### config.mk
export PLATFORM = sky130hd
export DESIGN_NAME = seg_scan
export DESIGN_NICKNAME = d
export VERILOG_FILES = /design/src/rtl/seg_pkg.sv /design/src/rtl/seg_prescaler.sv /design/src/rtl/seg_scan.sv
export SDC_FILE = /design/constraint.sdc
export NUM_CORES = 1
export LEC_CHECK = 0
export ABC_AREA = 1
export CAP_MARGIN = 20
export CORE_MARGIN = 2
export CORE_UTILIZATION = 50
export DETAILED_ROUTE_END_ITERATION = 12
export DONT_BUFFER_PORTS = 1
export MAX_ROUTING_LAYER = met4
export PLACE_DENSITY = 0.64
export SETUP_SLACK_MARGIN = 0.3
export SYNTH_ARGS = -nofsm -noshare
export SYNTH_HDL_FRONTEND = slang
export SYNTH_SLANG_ARGS = --single-unit
### constraint.sdc
create_clock -name clk -period 4.5 [get_ports clk]
set_input_delay 0.45 -clock clk [delete_from_list [all_inputs] [get_ports clk]]
set_output_delay 0.45 -clock clk [all_outputs]
set_load 0.1 [all_outputs]
### src/rtl/seg_pkg.sv
// Shared constants and the hex-to-segment table for the seg_scan display driver.
// Segment order is {g,f,e,d,c,b,a}, active-low.
package seg_pkg;

   localparam logic [6:0] SEG_BLANK = 7'h7F;

   function automatic logic [6:0] hex2seg(input logic [3:0] i_val);
      logic [6:0] w_seg;
      case (i_val)
         4'h0: w_seg = 7'h40;
         4'h1: w_seg = 7'h79;
         4'h2: w_seg = 7'h24;
         4'h3: w_seg = 7'h30;
         4'h4: w_seg = 7'h19;
         4'h5: w_seg = 7'h12;
         4'h6: w_seg = 7'h02;
         4'h7: w_seg = 7'h78;
         4'h8: w_seg = 7'h00;
         4'h9: w_seg = 7'h10;
         4'hA: w_seg = 7'h08;
         4'hB: w_seg = 7'h03;
         4'hC: w_seg = 7'h46;
         4'hD: w_seg = 7'h21;
         4'hE: w_seg = 7'h06;
         default: w_seg = 7'h0E;
      endcase
      return w_seg;
   endfunction

endpackage

### src/rtl/seg_prescaler.sv
// Slot counter for seg_scan: counts 0..P-1 and flags the last count of each slot.
module seg_prescaler #(
   parameter int unsigned P  = 16,
   parameter int unsigned CW = 4
) (
   input  logic          i_clk,
   input  logic          i_rst_n,
   output logic [CW-1:0] o_cnt,
   output logic          o_tick
);

   logic [CW-1:0] r_cnt;

   assign o_tick = (r_cnt == CW'(P - 1));
   assign o_cnt  = r_cnt;

   always_ff @(posedge i_clk) begin
      if (!i_rst_n)    r_cnt <= '0;
      else if (o_tick) r_cnt <= '0;
      else             r_cnt <= r_cnt + 1'b1;
   end

endmodule

### src/rtl/seg_scan.sv
// Multiplexed 7-segment scanner with PWM brightness and frame-aligned display update.
// Optional leading-zero suppression is built only when SEG_LZ_EN is defined.
module seg_scan import seg_pkg::*; #(
   parameter int unsigned DIGITS   = 4,
   parameter int unsigned CLK_HZ   = 100000000,
   parameter int unsigned SCAN_HZ  = 1000,
   parameter int unsigned PWM_BITS = 4
) (
   input  logic                  clk,
   input  logic                  reset_n,
   input  logic [4*DIGITS-1:0]   digits,
   input  logic [DIGITS-1:0]     dp_in,
   input  logic [DIGITS-1:0]     blank,
   input  logic [PWM_BITS-1:0]   bright,
   input  logic                  lz_en,
   input  logic                  load,
   output logic [DIGITS-1:0]     an,
   output logic [6:0]            seg,
   output logic                  dp,
   output logic                  frame_done
);

   localparam int unsigned P     = CLK_HZ / SCAN_HZ;
   localparam int unsigned CW    = (P > 1) ? $clog2(P) : 1;
   localparam int unsigned IDX_W = (DIGITS > 1) ? $clog2(DIGITS) : 1;

   logic [CW-1:0]               w_cnt;
   logic                        w_tick;
   logic                        w_frame_end;
   logic [IDX_W-1:0]            r_idx;

   logic [DIGITS-1:0][3:0]      r_sh_dig,   r_act_dig;
   logic [DIGITS-1:0]           r_sh_dp,    r_act_dp;
   logic [DIGITS-1:0]           r_sh_blank, r_act_blank;

   logic [31:0]                 w_on_lim;
   logic                        w_pwm_on;
   logic                        w_lz_sup;
   logic [3:0]                  w_nib;
   logic [DIGITS-1:0]           w_an;
   logic [6:0]                  w_seg;
   logic                        w_dp;

   logic [DIGITS-1:0]           r_an;
   logic [6:0]                  r_seg;
   logic                        r_dp;
   logic                        r_fd;

   seg_prescaler #(.P(P), .CW(CW)) u_presc (
      .i_clk   (clk),
      .i_rst_n (reset_n),
      .o_cnt   (w_cnt),
      .o_tick  (w_tick)
   );

   assign w_frame_end = w_tick && (r_idx == IDX_W'(DIGITS - 1));

   always_ff @(posedge clk) begin
      if (!reset_n)    r_idx <= '0;
      else if (w_tick) r_idx <= w_frame_end ? '0 : r_idx + 1'b1;
   end

   // Shadow catches every load; active only changes at the frame wrap so a
   // frame is never drawn with a mix of old and new digits.
   always_ff @(posedge clk) begin
      if (!reset_n) begin
         r_sh_dig    <= '0;
         r_sh_dp     <= '0;
         r_sh_blank  <= '0;
         r_act_dig   <= '0;
         r_act_dp    <= '0;
         r_act_blank <= '0;
      end else begin
         if (load) begin
            r_sh_dig   <= digits;
            r_sh_dp    <= dp_in;
            r_sh_blank <= blank;
         end
         if (w_frame_end) begin
            r_act_dig   <= load ? digits : r_sh_dig;
            r_act_dp    <= load ? dp_in  : r_sh_dp;
            r_act_blank <= load ? blank  : r_sh_blank;
         end
      end
   end

   // Product in 64 bits; after the shift the limit is below P, so it fits 32.
   assign w_on_lim = 32'((64'(bright) * 64'(P)) >> PWM_BITS);
   assign w_pwm_on = (w_cnt != '0) && (32'(w_cnt) < w_on_lim);
   assign w_nib    = r_act_dig[r_idx];

`ifdef SEG_LZ_EN
   logic w_zero_run;
   always_comb begin
      w_zero_run = 1'b1;
      w_lz_sup   = 1'b0;
      for (int j = DIGITS - 1; j >= 1; j--) begin
         w_zero_run = w_zero_run && (r_act_dig[j] == 4'd0);
         if (r_idx == IDX_W'(j)) w_lz_sup = lz_en && w_zero_run;
      end
   end
`else
   logic w_unused_lz;
   assign w_unused_lz = lz_en;
   assign w_lz_sup    = 1'b0;
`endif

   // A suppressed leading zero keeps its anode so its decimal point can light.
   always_comb begin
      w_an  = '1;
      w_seg = hex2seg(w_nib);
      w_dp  = ~r_act_dp[r_idx];
      if (r_act_blank[r_idx]) begin
         w_seg = SEG_BLANK;
         w_dp  = 1'b1;
      end else begin
         if (w_lz_sup) w_seg = SEG_BLANK;
         if (w_pwm_on) w_an[r_idx] = 1'b0;
      end
   end

   always_ff @(posedge clk) begin
      if (!reset_n) begin
         r_an  <= '1;
         r_seg <= SEG_BLANK;
         r_dp  <= 1'b1;
         r_fd  <= 1'b0;
      end else begin
         r_an  <= w_an;
         r_seg <= w_seg;
         r_dp  <= w_dp;
         r_fd  <= w_frame_end;
      end
   end

   assign an         = r_an;
   assign seg        = r_seg;
   assign dp         = r_dp;
   assign frame_done = r_fd;

endmodule

Yosys cells after proc, flatten, opt, wreduce, memory -nomap -nowiden. Memory sizes are Yosys's and may differ from the RTL's. A register that Yosys moved wholly into a read port is not among the register bits. Cells that the tools add are included.

ROM bits: 112. Output and inout port bits: 13. Memories: 1. Input port bits: 32. Logic and storage cells: 49. RAM bits: 0. Bits in latches: 0. Register bits: 73.

Multiply operators: 1. Muxes and demuxes: 12. Add/sub/neg operators: 2. $lt $le $gt $ge: 3. Div/mod/pow operators: 0. Bitwise gates (word level): 4. Shift-type cells: 0. Reductions and logical operators: 7. Equal/unequal tests: 2.

Memory list: (name not given) (words 16, width 7, read ports 1, clocked after Yosys merged registers in 1, wr ports 0, RTL line seg_pkg.sv:9) `case (i_val)`.

Operators by type and width (number): adder 17 x 1 -> 17 bit, second input constant (1); equality test 17 bit, second input constant (1); < comparator 17 bit (1); nonzero test 17 bit (1); multiplier 4 x 12 -> 16 bit, second input constant (1); two-way mux 16 bit (1); two-way mux 4 bit (3); binary-select mux 4 bit (select 2 bit) (1); binary-select mux 1 bit (select 2 bit) (2); NOT 4 bit (1); OR reduction 2 bit (2); logical AND 1 bit (3); < comparator 2 x 3 -> 1 bit, second input constant (1); two-way mux 1 bit (3); NOT 1 bit (3); OR reduction 3 bit (1); adder 2 x 1 -> 2 bit, second input constant (1); demux 1 bit (select 2 bit) (1); equality test 2 bit, second input constant (1); greater-or-equal comparator 2 x 1 -> 1 bit, second input constant (1); two-way mux 2 bit (1).

Longest topological paths before layout.
Depth in word-level cells: 5. Depth in mapped cells: 20. Mapped depth without buffers: 20.

Modules after synthesis. A second synthesis with hierarchy kept.

Cells, all modules: 586. Area, all modules: 4421.7 µm².

Modules (own cells, without submodules): seg_scan (cells an instance 446, area an instance 3489.6 µm², instances 1, seq. area each 1261.2 µm²); seg_prescaler (cells an instance 140, area an instance 932.1 µm², instances 1, seq. area each 340.3 µm²).

Worst setup path before layout. Ideal clock, no wire load.

Kind: input to register. Start: input port bright[1]. End: register r_an[3] (netlist: an[3]). Required time: 4.366 ns. Path buffers: 0. Path slack: 1.442 ns. Library setup time: 0.134 ns. Arrival: 2.924 ns. Stages on the path: 17. Cell sequence: ha_1 > xor2_1 > ha_1 > a21o_1 > ha_1 > nand2_1 > o21ai_0 > nand3_1 > nand4_1 > nand2_1 > ha_1 > nand2_1 > a21oi_1 > nor2_1 > nand3_1 > nor2_1 > nand3_1.

Word-level cells in the longest chain between the ends: 5.

RTL lines: start: declaration (RTL line seg_scan.sv:14) `input logic [PWM_BITS-1:0] bright,`; multiplier 4 x 12 -> 16 bit (RTL line seg_scan.sv:88) `assign w_on_lim = 32'((64'(bright) * 64'(P)) >> PWM_BITS);`; < comparator 17 bit (RTL line seg_scan.sv:89) `assign w_pwm_on = (w_cnt != '0) && (32'(w_cnt) < w_on_lim);`; logical AND 1 bit (RTL line seg_scan.sv:89); NOT 1 bit (no source line); OR reduction 3 bit (no source line); end signal: assignment (RTL line seg_scan.sv:129) `r_an <= w_an;`; end: declaration (RTL line seg_scan.sv:44) `logic [DIGITS-1:0] r_an;`.

Every way passes these cells. A chain may end at the register's enable or synchronous reset.

Final worst setup path. Same ends and word-level chain as after synthesis.

==> summary.md <==
| Metric | Value |
|---|---|
| Register area share after synthesis | 0.340 |
| Setup violations, final | 0 |
| Most common cell after layout, fill and taps aside | nand2_1 |
| TritonRoute pass-1 iters | 5 |
| Mapped Area | 0.00470 sq mm |
| Post-DP HPWL | 7290 um |
| Crit-path leading delay family | simple AND/OR/NAND/NOR gates |
| Boundary Pins | 45 |
| Die Wd | 101 um |
| Cell Pwr Density | 285 mW/mm^2 |
| Count of pins over their slew limit | 0 |
| Clock Sinks | 80 |
| Post-Place Worst Slack | 1.08 ns |
| Period utilisation layout | 0.679 |
| Bufs on Longest Clock Path | 2 |
| Cell taking the most area after synthesis | dfxtp_1 |
| CP Data Required Time | 4.72 ns |
| Number of enable flip-flop cells after synthesis | 0 |
| CP bufs+invs | 0 |
| Clk_skew | 0.0119 ns |
| Slew HR | 0.327 |
| Synthesized instance count | 679 |
| Fin nets | 749 |
| Synth-to-layout area growth | 4.81% |
| Initial antenna violation count | 0 |
| Syn Area/Cell | 6.93 sq um |
| ANT nets after route | 0 |
| Overall Global Routing Usage | 0.207 |
| WL met2 | 4600 um |
| Vias in the first global route | 3936 |
| Clk slew on worst S/H paths | 0.09 ns |
| Die Span Y | 101 um |
| Max layer used | met4 |
| Top FF cell, synth | dfxtp_1 |
| N_diodes | 0 |
| Max VDD drop | 0.166 mV |
| Routed wl met3 | 379 um |
| DR vias/cell | 5.07 |
| Wire per inst | 12.3 um |
| Most frequent cells in the layout | nand2_1 (174), inv_1 (94), nor2_1 (92), dfxtp_1 (80), nand3_1 (62) |
| CP Class | input pin to register |
| Top fanout value on the critical path | 5 |
| Core Area | 0.00920 sq mm |
| Fraction of layout cells with a size suffix above 1 | 0.0384 |
| Leak Pwr | 0.00237 uW |
| Netlist cell types | 35 |
| First-pass GRT wire length | 16800 um |
| FP Rows | 35 |
| Setup TNS | 0 ns |
| Async S/R FF share, synth | 0 |
| TritonCTS Buffers | 9 |
| Worst slew pin tran | 1.01 ns |
| # H-tree levels | 3 |
| DR vias | 3998 |
| Critical Path End Type | register |
| Global route total overflow | 0 |
| Wire length on met1 | 4640 um |
| CTS Root Cell | clkbuf_8 |
| CP Launch Type | input pin |
| Critical path, cell by cell | ha_1 -> xor2_1 -> ha_1 -> a21o_1 -> ha_1 -> nand2_1 -> o21ai_0 -> nand3_1 -> nand3_1 -> nand2_1 -> nand2_1 -> ha_1 -> nand2_1 -> a21oi_1 -> nor2_1 -> nand3_1 -> nor2_1 -> nand3_1 |
| Yosys top cell area share | 0.340 |
| Worst hold margin | 0.224 ns |
| Die ar. | 0.0102 sq mm |
| Post-CTS Setup Bufs | 0 |
| Resized cells post-CTS | 0 |
| Status | complete, no violations |
| Largest net degree at the start of global routing | 31 |
| Max-cap viol count | 0 |
| RSZ-0062 raised after global routing | false |
| Synth Warn # | 0 |
| GPL Wtd Cong | 0.927 |
| Worst-path cell with the longest stage delay | o21ai_0 |
| Hold Path Class | input pin to register |
| CP max stage delay | 0.42 ns |
| Arr. time, crit path | 3.27 ns |
| Layout Cells excl Fill | 788 |
| CTS tree | yes |
| Achievable frequency | 327 MHz |
| Largest cells by area after synthesis | dfxtp_1 (34%), nand2_1 (14%), ha_1 (12%), inv_1 (7.5%), nor2_1 (7.3%) |
| Cells after DPL | 772 |
| PnR worst setup slack | 1.44 ns |
| PortBufs | 0 |
| Yosys reg bits | 80 |
| Fin crit period | 3.06 ns |
| Hold Violations, Final | 0 |
| Total routed wirelength | 9720 um |
| Residual DRC count | 0 |
| Initial Utilization | 0.512 |
| Hold-fix buffers, CTS | 0 |
| Initial DRC count | 122 |
| Syn Nets | 756 |
| Clock latency on the worst-skew pair | 0.35 ns |
-- power breakdown --
| part | switching (uW) | internal, uW |
|---|---|---|
| clock | 274 | 204 |
| combinational | 97.6 | 67.4 |
| sequential | 35.3 | 726 |
-- stage by stage --
stage                      util  cell area (sq um)  total power [uW]
after floorplan               -               4700               917
after global placement    0.517               4750               937
after detailed placement  0.517               4750               944
after CTS                 0.536               4930              1430
after global routing      0.536               4930              1480
final                     0.536               4930              1400
-- cells in the mapped netlist, types with 2 or more instances --
| master | n |
|---|---|
| o21ai_0 | 14 |
| o21ai_1 | 2 |
| nand3_1 | 62 |
| ha_1 | 45 |
| nand3b_1 | 2 |
| and3_1 | 2 |
| buf_6 | 2 |
| clkbuf_1 | 5 |
| nor2_1 | 92 |
| inv_2 | 4 |
| a21o_1 | 2 |
| buf_2 | 9 |
| nand4_1 | 8 |
| inv_1 | 94 |
| nand2_1 | 174 |
| nor3_1 | 8 |
| dfxtp_1 | 80 |
| a21oi_1 | 23 |
| xnor2_1 | 5 |
| mux2i_1 | 24 |
| buf_1 | 3 |
| xor2_1 | 6 |
-- worst paths after layout --
check,from,end,slack [ns],cells after the start
min,reset_n,r_act_dig[2],0.22,2
max reg2reg,r_idx[0],seg[3],2.27,10
max,bright[1],an[3],1.44,18
min reg2reg,u_presc.o_cnt[0],u_presc.o_cnt[0],0.47,1
-- sequential cells by signal, summed over array words and instances, names as in the netlist --
signal and flops:
an 4, dp 1, frame_done 1, r_act_blank 4, r_act_dig 16, r_act_dp 4
r_idx 2, r_sh_blank 4, r_sh_dig 16, r_sh_dp 4, seg 7, u_presc.o_cnt 17
-- layer usage --
metal	track usage	up-vias
li1	-	2121
met1	0.253	1771
met2	0.354	97
met3	0.0264	9
met4	0.0676	0
met5	-	-
-- worst reg2reg max path, cell delays in order (launching register included) --
cell and delay [ns]:
dfxtp_1 0.78, inv_2 0.26, nand2_1 0.11, nand3_1 0.08, nand2_1 0.22, inv_1 0.11
ha_1 0.22, nand2_1 0.11, o21ai_0 0.10, nand2_1 0.07, nand3_1 0.07
-- area by class of cell --
| cell class | count | area [sq um] |
|---|---|---|
| clock buffer | 9 | 124 |
| clock inverter | 7 | 53.8 |
| fill | 943 | 4270 |
| inverter | 99 | 372 |
| multi-input combinational | 481 | 2630 |
| sequential | 80 | 1600 |
| tap | 111 | 139 |
| timing repair buffer | 1 | 7.51 |
-- logic make-up after synthesis --
kind of cell | Yosys count | share of synthesized area
compound gates | 47 | 0.0543
fa+ha+maj | 45 | 0.120
buf+inv | 118 | 0.0997
xor+xnor | 11 | 0.0205
mux | 24 | 0.0511
simple gates | 354 | 0.314
flops | 80 | 0.340
Power figures use the tool's default switching activity.
